File: config.mk
export PLATFORM = sky130hd
export DESIGN_NAME = alu_muldiv_unit
export DESIGN_NICKNAME = d
export VERILOG_FILES = /design/src/rtl/muldiv_pkg.sv /design/src/rtl/muldiv_iter_core.sv /design/src/rtl/alu_muldiv_unit.sv
export SDC_FILE = /design/constraint.sdc
export NUM_CORES = 1
export LEC_CHECK = 0
export BUFFER_PORTS_ARGS = -buffer_cell sky130_fd_sc_hd__buf_2
export CORE_ASPECT_RATIO = 1.2
export CORE_UTILIZATION = 46
export DETAILED_ROUTE_END_ITERATION = 10
export MAX_ROUTING_LAYER = met4
export PLACE_DENSITY = 0.61
export SYNTH_ARGS = -nofsm -noshare
export SYNTH_HDL_FRONTEND = slang
export SYNTH_SLANG_ARGS = --single-unit
File: constraint.sdc
create_clock -name clk -period 10.6 [get_ports clk]
set_input_delay 0 -clock clk [delete_from_list [all_inputs] [get_ports clk]]
set_output_delay 0 -clock clk [all_outputs]
set_load 0.005 [all_outputs]
File: src/rtl/muldiv_pkg.sv
// Shared types and decode constants for the RV32M multiply/divide unit.
// Holds the FSM state encoding, the Funct3 op encodings and the R-type/M-extension match values.
package muldiv_pkg;

    typedef enum logic [1:0] {
        IDLE = 2'd0,
        RUN  = 2'd1,
        FIX  = 2'd2,
        DONE = 2'd3
    } md_state_t;

    typedef enum logic [2:0] {
        OP_MUL    = 3'b000,
        OP_MULH   = 3'b001,
        OP_MULHSU = 3'b010,
        OP_MULHU  = 3'b011,
        OP_DIV    = 3'b100,
        OP_DIVU   = 3'b101,
        OP_REM    = 3'b110,
        OP_REMU   = 3'b111
    } md_op_t;

    localparam logic [6:0] FUNCT7_MULDIV = 7'b0000001;
    localparam logic [1:0] ALUOP_RTYPE   = 2'b10;

endpackage

File: src/rtl/muldiv_iter_core.sv
// Radix-2 unsigned shift-add multiplier / restoring divider on a 2*XLEN accumulator.
// Latency: one step per cycle while step=1, XLEN steps per operation; no backpressure, the owner sequences load/step.
module muldiv_iter_core #(
    parameter int XLEN = 32
) (
    input  logic              clk,
    input  logic              reset,
    input  logic              load,
    input  logic              step,
    input  logic              is_div,
    input  logic [XLEN-1:0]   magA,
    input  logic [XLEN-1:0]   magB,
    output logic [2*XLEN-1:0] acc
);

    logic [XLEN-1:0]   addend;
    logic [XLEN:0]     mul_sum;
    logic [XLEN:0]     rem_sh;
    logic [XLEN:0]     diff;
    logic [2*XLEN-1:0] acc_nxt;

    // mul: acc = {partial product, remaining multiplier bits}
    // div: acc = {partial remainder, dividend bits shifting into quotient}
    always_comb begin
        addend  = acc[0] ? magA : '0;
        mul_sum = {1'b0, acc[2*XLEN-1:XLEN]} + {1'b0, addend};
        rem_sh  = acc[2*XLEN-1:XLEN-1];
        diff    = rem_sh - {1'b0, magB};
        acc_nxt = {mul_sum, acc[XLEN-1:1]};
        if (is_div) begin
            if (!diff[XLEN]) begin
                acc_nxt = {diff[XLEN-1:0], acc[XLEN-2:0], 1'b1};
            end else begin
                acc_nxt = {rem_sh[XLEN-1:0], acc[XLEN-2:0], 1'b0};
            end
        end
    end

    always_ff @(posedge clk or posedge reset) begin
        if (reset) begin
            acc <= '0;
        end else if (load) begin
            acc <= is_div ? {{XLEN{1'b0}}, magA} : {{XLEN{1'b0}}, magB};
        end else if (step) begin
            acc <= acc_nxt;
        end
    end

endmodule

File: src/rtl/alu_muldiv_unit.sv
// EX-stage RV32M decode, FSM, sign fixup and pipeline stall handshake around the iterative core.
// Latency: XLEN+2 cycles from accept (1 for div special cases); stalls the pipeline until the result pulse.
module alu_muldiv_unit
    import muldiv_pkg::*;
#(
    parameter int XLEN = 32
) (
    input  logic            clk,
    input  logic            reset,
    input  logic            start,
    input  logic            flush,
    input  logic [1:0]      ALUOp,
    input  logic [6:0]      Funct7,
    input  logic [2:0]      Funct3,
    input  logic [XLEN-1:0] SrcA,
    input  logic [XLEN-1:0] SrcB,
    output logic            is_muldiv,
    output logic            stall,
    output logic            busy,
    output logic            result_valid,
    output logic [XLEN-1:0] Result
);

    localparam int                CNT_W = $clog2(XLEN + 1);
    localparam logic [CNT_W-1:0]  LAST  = CNT_W'(XLEN - 1);
    localparam logic [XLEN-1:0]   XMIN  = {1'b1, {(XLEN-1){1'b0}}};

    md_state_t         state, state_nxt;
    md_op_t            op, op_in;
    logic [CNT_W-1:0]  count;
    logic              neg;
    logic [XLEN-1:0]   result_r;

    logic              accept, core_load, core_step;
    logic              sa, sb, neg_in, div_zero, div_ovf, special;
    logic [XLEN-1:0]   mag_a, mag_b, special_res, fix_res, div_val;
    logic [2*XLEN-1:0] acc, prod;

    assign op_in     = md_op_t'(Funct3);
    assign is_muldiv = (ALUOp == ALUOP_RTYPE) && (Funct7 == FUNCT7_MULDIV);

    // Operand signs: MULHSU treats only rs1 as signed
    always_comb begin
        sa     = (op_in inside {OP_MUL, OP_MULH, OP_MULHSU, OP_DIV, OP_REM}) && SrcA[XLEN-1];
        sb     = (op_in inside {OP_MUL, OP_MULH, OP_DIV, OP_REM}) && SrcB[XLEN-1];
        mag_a  = sa ? (~SrcA + 1'b1) : SrcA;
        mag_b  = sb ? (~SrcB + 1'b1) : SrcB;
        neg_in = sa ^ sb;
        case (op_in)
            OP_MULHU, OP_DIVU, OP_REMU: neg_in = 1'b0;
            OP_MULHSU, OP_REM:          neg_in = sa;
            default:                    neg_in = sa ^ sb;
        endcase
    end

    always_comb begin
        div_zero    = Funct3[2] && (SrcB == '0);
        div_ovf     = (op_in == OP_DIV || op_in == OP_REM) && (SrcA == XMIN) && (SrcB == '1);
        special     = div_zero || div_ovf;
        special_res = Funct3[1] ? '0 : XMIN;
        if (div_zero) begin
            special_res = Funct3[1] ? SrcA : '1;
        end
    end

    always_comb begin
        prod    = neg ? (~acc + 1'b1) : acc;
        div_val = (op == OP_REM || op == OP_REMU) ? acc[2*XLEN-1:XLEN] : acc[XLEN-1:0];
        if (neg) begin
            div_val = ~div_val + 1'b1;
        end
        case (op)
            OP_MUL:                       fix_res = prod[XLEN-1:0];
            OP_MULH, OP_MULHSU, OP_MULHU: fix_res = prod[2*XLEN-1:XLEN];
            default:                      fix_res = div_val;
        endcase
    end

    always_comb begin
        state_nxt = state;
        accept    = 1'b0;
        core_load = 1'b0;
        core_step = 1'b0;
        case (state)
            IDLE: begin
                if (start && is_muldiv && !flush) begin
                    accept    = 1'b1;
                    core_load = 1'b1;
                    state_nxt = special ? DONE : RUN;
                end
            end
            RUN: begin
                core_step = 1'b1;
                if (count == LAST) begin
                    state_nxt = FIX;
                end
            end
            FIX:     state_nxt = DONE;
            DONE:    state_nxt = IDLE;
            default: state_nxt = IDLE;
        endcase
        if (flush) begin
            state_nxt = IDLE;
        end
    end

    always_ff @(posedge clk or posedge reset) begin
        if (reset) begin
            state    <= IDLE;
            op       <= OP_MUL;
            count    <= '0;
            neg      <= 1'b0;
            result_r <= '0;
        end else begin
            state <= state_nxt;
            if (accept) begin
                op    <= op_in;
                neg   <= neg_in;
                count <= '0;
                if (special) begin
                    result_r <= special_res;
                end
            end else if (state == RUN) begin
                count <= count + 1'b1;
            end
            if (state == FIX) begin
                result_r <= fix_res;
            end
        end
    end

    muldiv_iter_core #(
        .XLEN (XLEN)
    ) u_core (
        .clk    (clk),
        .reset  (reset),
        .load   (core_load),
        .step   (core_step),
        .is_div (accept ? Funct3[2] : op[2]),
        .magA   (mag_a),
        .magB   (mag_b),
        .acc    (acc)
    );

    assign busy         = (state != IDLE);
    assign result_valid = (state == DONE) && !flush;
    assign Result       = result_r;
    assign stall        = start && is_muldiv && !result_valid && !flush;

    // EX must hold its instruction until the result pulse unless it is killed
    a_start_held: assert property (@(posedge clk) disable iff (reset) (busy && !flush) |-> start);

endmodule

Word level (Yosys, flattened, before mapping)
Index checks and enable logic that the tools add are counted.
{"block": "word_totals", "inputBits": 80, "out_inout_bits": 36, "register_bits": 108}
{"block": "op_classes", "n_mux": 30, "eq_ne": 22, "reduce_logical": 32, "addsub": 7, "bitwise": 5}
{"cell": "2-to-1 mux 32 bit", "count": 12}
{"cell": "2-to-1 mux 64 bit", "count": 5}
{"cell": "adder 32 x 1 -> 32 bit, second input constant", "count": 3}
{"cell": "inverter 32 bit", "count": 3}
{"cell": "adder 64 x 1 -> 64 bit, second input constant", "count": 1}
{"cell": "== test 32 bit, second input constant", "count": 2}
{"cell": "inverter 64 bit", "count": 1}
{"cell": "case mux 32 bit (2 select lines)", "count": 1}
{"cell": "adder 32 x 32 -> 33 bit", "count": 1}
{"cell": "subtractor 33 x 32 -> 33 bit", "count": 1}
{"cell": "logical NOT 32 bit", "count": 1}
{"cell": "== test 3 bit, second input constant", "count": 6}
{"cell": "== test 3 x 2 -> 1 bit, second input constant", "count": 4}
{"cell": "2-to-1 mux 6 bit", "count": 2}
{"cell": "logical AND 1 bit", "count": 11}
{"cell": "nonzero test 2 bit", "count": 5}
{"cell": "2-to-1 mux 2 bit", "count": 4}
{"cell": "case mux 2 bit (4 select lines)", "count": 1}
{"cell": "== test 7 x 1 -> 1 bit, second input constant", "count": 1}
{"cell": "adder 6 x 1 -> 6 bit, second input constant", "count": 1}
{"cell": "== test 2 bit, second input constant", "count": 3}
{"cell": "== test 3 x 1 -> 1 bit, second input constant", "count": 2}
{"cell": "== test 6 x 5 -> 1 bit, second input constant", "count": 1}
{"cell": "logical NOT 3 bit", "count": 2}
{"cell": "other kinds (13)", "count": 22}

Logic depth before layout (Yosys ltp)
Gate-level depths: netlist of the first run.
{"block": "logic_depth", "depth_word": 10, "mapped_depth": 24, "mapped_depth_nobuf": 24}

Hierarchy
Synthesis of the first run repeated with hierarchy kept, for this count alone.
{"block": "unflattened", "hier_cells": 2070, "area_unflattened_um2": 15383.5}
{"module": "alu_muldiv_unit", "area_per_inst_um2": 7983.9, "cells_per_inst": 1114, "seq_area_each_um2": 1101.1, "instances": 1}
{"module": "muldiv_iter_core", "area_per_inst_um2": 7399.6, "cells_per_inst": 956, "seq_area_each_um2": 1601.5, "instances": 1}

Worst setup path before layout of the first run
OpenSTA, ideal clock, no wires.
{"block": "synth_path", "path_type": "input to register", "from": "input port Funct3[2]", "to": "register u_core.acc[53]", "stages": 20, "path_slack_ns": 5.970, "arrival_time_ns": 4.492, "n_path_buf": 3, "setup_time_ns": 0.138, "path_cell_list": "clkbuf_1 > mux2_2 > nor2_1 > clkbuf_1 > o21ai_0 > fa_1 > nand2b_1 > a21oi_1 > o311a_1 > o22ai_1 > and3_1 > a2bb2oi_1 > a2111o_1 > a211oi_2 > o2111ai_1 > and3_1 > buf_2 > and4_1 > a311oi_1 > o22ai_1"}
{"block": "synth_between", "elab_chain_len": 9, "elab_cells_between_ends": 19, "cone_classes": "add/sub: 2; eq/ne: 4; mux: 8; reduce/logical: 5"}
{"element": "from (decl)", "line": "alu_muldiv_unit.sv:14", "rtl": "input logic [2:0] Funct3,"}
{"element": "== test 3 x 1 -> 1 bit (tied with other cells)", "line": "alu_muldiv_unit.sv:44, alu_muldiv_unit.sv:45"}
{"element": "nonzero test 5 bit or nonzero test 4 bit (tied branches)", "line": "alu_muldiv_unit.sv:44, alu_muldiv_unit.sv:45"}
{"element": "logical AND 1 bit (on tied branches)", "line": "alu_muldiv_unit.sv:44, alu_muldiv_unit.sv:45"}
{"element": "2-to-1 mux 32 bit (on tied branches)", "line": "alu_muldiv_unit.sv:46, alu_muldiv_unit.sv:47"}
{"element": "2-to-1 mux 32 bit or subtractor 33 x 32 -> 33 bit (tied branches)", "line": "muldiv_iter_core.sv:25, muldiv_iter_core.sv:28"}
{"element": "adder 32 x 32 -> 33 bit or 2-to-1 mux 64 bit (tied branches)", "line": "muldiv_iter_core.sv:26, muldiv_iter_core.sv:31"}
{"element": "2-to-1 mux 64 bit *", "line": "muldiv_iter_core.sv:30", "rtl": "if (is_div) begin"}
{"element": "2-to-1 mux 64 bit *", "line": "muldiv_iter_core.sv:44", "rtl": "end else if (step) begin"}
{"element": "2-to-1 mux 64 bit *", "line": "muldiv_iter_core.sv:42", "rtl": "end else if (load) begin"}
{"element": "to (signal assigned)", "line": "muldiv_iter_core.sv:43", "rtl": "acc <= is_div ? {{XLEN{1'b0}}, magA} : {{XLEN{1'b0}}, magB};"}
{"element": "to (signal assigned)", "line": "muldiv_iter_core.sv:45", "rtl": "acc <= acc_nxt;"}
{"element": "to (decl)", "line": "muldiv_iter_core.sv:13", "rtl": "output logic [2*XLEN-1:0] acc"}
Every way passes the cells marked *; elsewhere a longest branch is shown, timed or not. The select of a mux whose other input is x is not followed.
A chain may end at the register's enable or synchronous reset.

Worst setup path in the final report of the first run
{"block": "layout_path", "from": "input port Funct3[0]", "to": "register u_core.acc[45]"}
Same word-level chain as after synthesis.

==> results of run 1 <==
timing repair:
action | in CTS | in global routing
hold buffers | 6 | 0
endpoints found under the hold margin | 57 | 0
buffers inserted | 0 | 0
logic make-up after synthesis:
| family | count (synthesis) |
|---|---|
| AND/OR/NAND/NOR | 642 |
| AO/OA/AOI/OAI | 605 |
| buffers and inverters | 228 |
| XOR/XNOR | 219 |
| flip-flops | 108 |
| multiplexers | 96 |
| adder cells (fa/ha/maj) | 69 |
cells in the mapped netlist (23+ instances only):
master	n
nand2b_1	26
clkbuf_1	130
nor4_1	24
ha_1	59
nand3_1	28
or3_1	28
mux2i_1	81
o31ai_1	43
dfrtp_1	108
nor3_1	55
xor2_1	85
nand2_1	196
a31oi_1	23
o21ai_0	161
xnor2_1	130
o211ai_1	25
a21oi_1	163
inv_1	68
nor2_1	182
power by group through the flow:
stage                     clock [mW]  combinational (mW)  sequential [mW]
after floorplan                    0                2.05            0.663
after global placement             0                2.28            0.969
after detailed placement           0                2.30            0.973
after CTS                      0.398                2.32            0.964
after global routing           0.411                2.60             1.01
final                          0.391                2.35            0.987
layout make-up:
type                       instances  share of cell area, %
clock buffer                       9                   1.48
clock inverter                     7                  0.648
inverter                          71                   1.76
multi-input combinational       1631                   70.1
sequential                       108                   17.7
tap                              396                   3.25
timing repair buffer             139                   5.05
registers in the layout, indices dropped and copies added, names as in the netlist:
register,count
state,2
u_core.acc,64
count,6
Result,32
op,3
neg,1
metal layers:
metal,GRT usage (%),wire (um)
met1,44.4,22700
met4,13.4,1650
met2,54.1,24200
met3,2.24,3700
met5,-,0
critical path, cell delays in order:
cell           delay, ns
dlygate4sd3_1       0.53
buf_2               0.18
mux2i_1             0.55
nand2_1             0.45
nor2_1              0.22
xnor2_1             0.19
ha_1                0.32
nand2b_1            0.13
a21oi_1             0.09
o311a_1             0.37
o22ai_1             0.18
and3_1              0.21
a2bb2oi_1           0.29
a2111o_1            0.25
a211oi_2            0.11
o2111ai_1           0.45
nand3_2             0.66
or3_1               0.57
a311o_1             0.35
a21oi_1             0.14
final timing paths:
path | start | end | slack (ns) | cells past startpoint
worst max-delay path | Funct3[0] | u_core.acc[45] | 4.68 | 20
worst min-delay path | SrcA[0] | u_core.acc[0] | 0.02 | 3
worst max register to register | u_core.acc[21] | Result[30] | 5.26 | 13
worst min register to register | Result[2] | Result[2] | 0.46 | 2
max in group asynchronous | reset | Result[1] | 9.11 | 4
min in group asynchronous | reset | Result[23] | 0.27 | 3
through the flow:
| stage | instances | utilization, % | power (mW) | hold slack, ns | worst slack, ns |
|---|---|---|---|---|---|
| finish | 2361 | 50.1 | 3.72 | 0.0244 | 4.68 |
| global route | 2361 | 50.1 | 4.02 | 0.0393 | 4.32 |
| CTS | 2361 | 50.1 | 3.68 | 0.0137 | 4.72 |
| detailed placement | 2339 | 48.8 | 3.27 | 0.152 | 4.33 |
| global placement | 2339 | 48.8 | 3.25 | 0.150 | 4.50 |
| floorplan | 1967 | - | 2.72 | 0.0302 | 5.97 |
==> impl_metrics.toml, run 1 <==
[run_status]
result_of_the_run = "completed"

[synth]
synth-adder-area-share_pct = 6.02
yosys.area.top_type_share_pct = 19.0
synth-main-ff-cell = "dfrtp_1"
synthMuxAreaShare_pct = 6.88
largest_family_of_logic_cells_by_synthesized_area = "compound AO/OA/AOI/OAI gates"
synth_seq_area_share_pct = 19.0
ys_async_sr_fraction_pct = 100
synth_edf_count = 0
synth_largest_area_cell = "dfrtp_1"
synth.distinct_cells = 80
synth_nets = 2108
synth_simple_gate_area_share_pct = 21.2
synth.top_cells.by_area = "dfrtp_1 19%, xnor2_1 8.0%, a21oi_1 5.7%"
number_of_warning_messages_in_the_yosys_log = 0
syn_area_per_cell_sq_um = 7.24
syn-cell-area_sq_um = 14200
netlist_instances = 1967
post_synthesis_sequential_element_count = 108
yosys.area_share.xor_xnor_pct = 13.9
post_synthesis_compound_gate_area_fraction_pct = 27.0

[sta]
rsz0062_at_grt = "false"
slew_violations = 0
tightest_slew_ns = 1.23
finalCriticalPeriod_ns = 5.92
max_freq_mhz = 169
timing.final.setup_violations = 0
final.period_utilization_pct = 55.9
tns_ns = 0
report.final.hold_viol_count = 0
maxSlewHeadroom_pct = 17.5
timing.clock.skew_ns = 0.0201

[placed_design]
dp_hpwl_um = 39300
placement.io_buffers = 115
finalWeightedCongestion = 0.994
standard_cell_area_after_detailed_placement_sq_um = 14900

[clock_network]
numCtsBuffers = 9
clock_insertion_delay_worst_skew_ns = 0.40
cts_max_level = 3
worst_setup_hold_path_clk_slew_ns = 0.09
max-clock-path-buffers = 2
cts_resized = 0
cts-root-buf = "clkbuf_16"
cts_tree = "done"
clock_sinks = 108

[detailed_routing]
initialDrtViolationCount = 1322
drt_wl_total_um = 52300
ant_nets = 0
drt_first_pass_iters = 6
wl_per_cell_um = 22.2
via_count_of_the_routed_design = 14900
route.detailed.drc = 0
viasPerCell = 6.32

[power]
power.switching_mw = 1.92
pwr-share-clk_pct = 10.5
pwr-share-comb_pct = 63.0
vdd.ir_drop.worst_mv = 0.124
register_share_of_total_power_pct = 26.5
power_per_cell_area_nw_per_um2 = 244
power_leakage_nw = 6.29
internal_power_mw = 1.80
netSwitchingFraction_pct = 51.7

[layout]
antennaDiodeCount = 0
mostFrequentLayoutCells = "195 x nand2_1, 182 x nor2_1, 162 x a21oi_1"
sequential_cell_area_sq_um = 2710
fin_nets = 2101
multi_input_area_sq_um = 10700
layout.filler_cells = 3113
area.growth.synth_to_final_pct = 7.15
drive_gt1_share_pct = 9.92
layout_commonest_cell = "nand2_1"
finalInstanceArea_sq_um = 15300

[floorplanning]
die_height_um = 195
core_sq_um = 30500
fp.dieArea_sq_um = 31700
std_cell_rows = 70
design.portCount = 116
start_util_pct = 46.7
die_w_um = 163

[global_route]
grt_max_degree = 89
grt_usage_pct = 33.9
first_global_vias = 14200
globalRoute.totalOverflow = 0
first_pass_grt_wire_length_um = 81100
antenna_violations_before_repair = 0

[critical_path]
worstSetupStartpointType = "primary input"
crit_type = "primary input to flop"
cp.required_ns = 10.92
crit_path_end_kind = "flop"
worst-endpoint-arrival_ns = 6.24
critical_path.max_fanout = 33

[run]
drv_cap = 0

[min_path]
min-delay-path-class = "primary input to flop"
Power figures use the tool's default switching activity.
==> run 2, diff against run 1 <==
Settings changed: PLACE_DENSITY 0.61 to 0.63.
Clock period 10.6 ns to 5.41 ns, I/O delays scaled along.
==> run 2 against run 1 <==
Against the previous run:
- routed wire length up 1.8%
- worst hold slack worse by 0.020 ns
- design area rose by 1.4%
- clock skew fell by 0.0060 ns
- sequential share of layout area decreased by 0.25 points
- clock power up 76%
- via count is 0.65% higher
- final cell count up 1.4%
- highest routed layer unchanged
- core utilization up 0.72 points
- die area did not move
==> impl_metrics.toml, run 2 (synthesis results as in run 1) <==
[run_status]
result_of_the_run = "completed"

[sta]
rsz0062_at_grt = "false"
finalWorstSetupSlack_ns = 0.392
timing.final.setup_violations = 0
tightest_slew_ns = 1.04
fin_hold_ws_ns = 0.00441
timing.clock.skew_ns = 0.0140
report.final.hold_viol_count = 0
final.period_utilization_pct = 92.8
slew_violations = 0
maxSlewHeadroom_pct = 30.7
max_freq_mhz = 199
finalCriticalPeriod_ns = 5.02
tns_ns = 0

[layout]
multi_input_area_sq_um = 10700
sequential_cell_area_sq_um = 2710
drive_gt1_share_pct = 11.5
mostFrequentLayoutCells = "195 x nand2_1, 182 x nor2_1, 162 x a21oi_1"
layout_commonest_cell = "nand2_1"
top_register = "u_core.acc"
fin_nets = 2135
layout.filler_cells = 3095
area.growth.synth_to_final_pct = 8.69
antennaDiodeCount = 0
layout.core_utilization_pct = 50.8
largest_reg_flops = 64

[critical_path]
critical_path.max_fanout = 16
cell_family_contributing_the_most_delay_on_the_critical_path = "simple AND/OR/NAND/NOR gates"
cpPeakStageDelay_ns = 0.62
critical_path.most_common_cell = "a21oi_1"
critical_path.slowest_cell = "or4b_1"
cp_cell_sequence = "buf_2, inv_1, ha_1, or4b_1, nor4_1, buf_4, and3_1, a21oi_1, xnor2_1, ha_1, a21o_1, a21oi_1, o21ai_0, o21bai_1, or4_1, nand3_2, buf_4, o21ai_0, a311o_1, a21oi_1"
worstSetupStartpointType = "primary input"
crit_type = "primary input to flop"
cp.required_ns = 5.71
critical_path_cell_count = 20
timing.critical_path.buf_inv = 4
r2r.worst_path.cells = 12
crit_path_end_kind = "flop"
worst-endpoint-arrival_ns = 5.32

[floorplanning]
std_cell_rows = 70
fp.dieArea_sq_um = 31700
die_w_um = 163
die_height_um = 195
core_sq_um = 30500
design.portCount = 116
start_util_pct = 46.7

[clock_network]
numCtsBuffers = 9
clock_sinks = 108
max-clock-path-buffers = 2
worst_setup_hold_path_clk_slew_ns = 0.08
cts_tree = "done"
cts_resized = 0
cts-root-buf = "clkbuf_16"
clock_insertion_delay_worst_skew_ns = 0.38
cts_max_level = 3

[detailed_routing]
via_count_of_the_routed_design = 15000
viasPerCell = 6.27
wl_per_cell_um = 22.2
route.detailed.drc = 0
ant_nets = 0
drt_wl_total_um = 53300
drt_first_pass_iters = 7
initialDrtViolationCount = 1222

[min_path]
worst_hold_path.num_cells = 3
min-delay-path-class = "primary input to flop"

[power]
vdd.ir_drop.worst_mv = 0.185
finalPower_mw = 7.32
power_leakage_nw = 6.44
power_per_cell_area_nw_per_um2 = 472

[placed_design]
dp_hpwl_um = 40900
placement.io_buffers = 115
finalWeightedCongestion = 0.958
dp_worst_setup_slack_ns = 0.135

[run]
drv_cap = 0

[global_route]
globalRoute.totalOverflow = 0
grt_max_degree = 89
first_global_vias = 14200
first_pass_grt_wire_length_um = 82600
antenna_violations_before_repair = 0
grt_usage_pct = 34.6
[run 2: cell types whose count changed in the layout (fill, tap and decap cells not counted), sizes merged]
cell,previous run,this run
clkinv,4,5
clkbuf,9,11
buf,133,167
inv,71,70
bufinv,2,0
[run 2: layer usage]
metal | wire (um) | part of all wire, % | GRT usage [%] | vias to the layer above
met4 | 1380 | 2.6 | 10.7 | 0
li1 | - | - | - | 7196
met1 | 23600 | 44 | 46.1 | 7131
met3 | 3750 | 7.0 | 3.18 | 72
met2 | 24600 | 46 | 55.2 | 626
met5 | 0 | 0 | - | -
[run 2: power breakdown]
| group | internal [mW] | leakage (nW) | total, mW | switching (mW) |
|---|---|---|---|---|
| Sequential | 1.08 | 1.30 | 1.92 | 0.835 |
| Combinational | 2.12 | 5.00 | 4.71 | 2.60 |
| Clock | 0.340 | 0.142 | 0.688 | 0.348 |
[run 2: repair_timing]
| action | 4_1_cts | 5_1_grt |
|---|---|---|
| hold endpoints to repair | 75 | 0 |
| setup buffers | 0 | 0 |
| hold buffers | 6 | 0 |
| setup endpoints to repair | 0 | 0 |
[run 2: path summary, 6_finish.rpt]
path                                 from             end  slack [ns]
max                               SrcB[0]  u_core.acc[45]        0.39
min                              SrcA[20]      Result[20]       0.004
max reg2reg                u_core.acc[21]      Result[31]        0.43
min reg2reg                     Result[9]       Result[9]        0.46
max in group asynchronous           reset   u_core.acc[0]        3.98
min in group asynchronous           reset        state[1]        0.36
[run 2: worst reg2reg max path, cell delays in order, from the launching register on]
cell and delay [ns]:
dfrtp_1 0.48, or4_1 0.65, or4_1 0.57, nor4_1 0.34, buf_4 0.22, nand2_1 0.09
or3_1 0.45, or4_1 0.66, nand2b_1 0.25, o41ai_1 0.48, xnor2_1 0.12, a222oi_1 0.39
a21oi_1 0.13
[run 2: per-stage QoR]
stage	instance area (sq um)	instances
2_1_floorplan	14200	1967
3_3_place_gp	15100	2373
3_5_place_dp	15100	2373
4_1_cts	15500	2395
5_1_grt	15500	2395
6_report	15500	2395
[run 2: layout make-up]
| class | instances | share of cell area [%] |
|---|---|---|
| Multi-Input combinational cell | 1631 | 69.1 |
| Sequential cell | 108 | 17.5 |
| Timing Repair Buffer | 173 | 6.63 |
| Clock inverter | 5 | 0.226 |
| Tap cell | 396 | 3.20 |
| Inverter | 71 | 1.74 |
| Clock buffer | 11 | 1.63 |
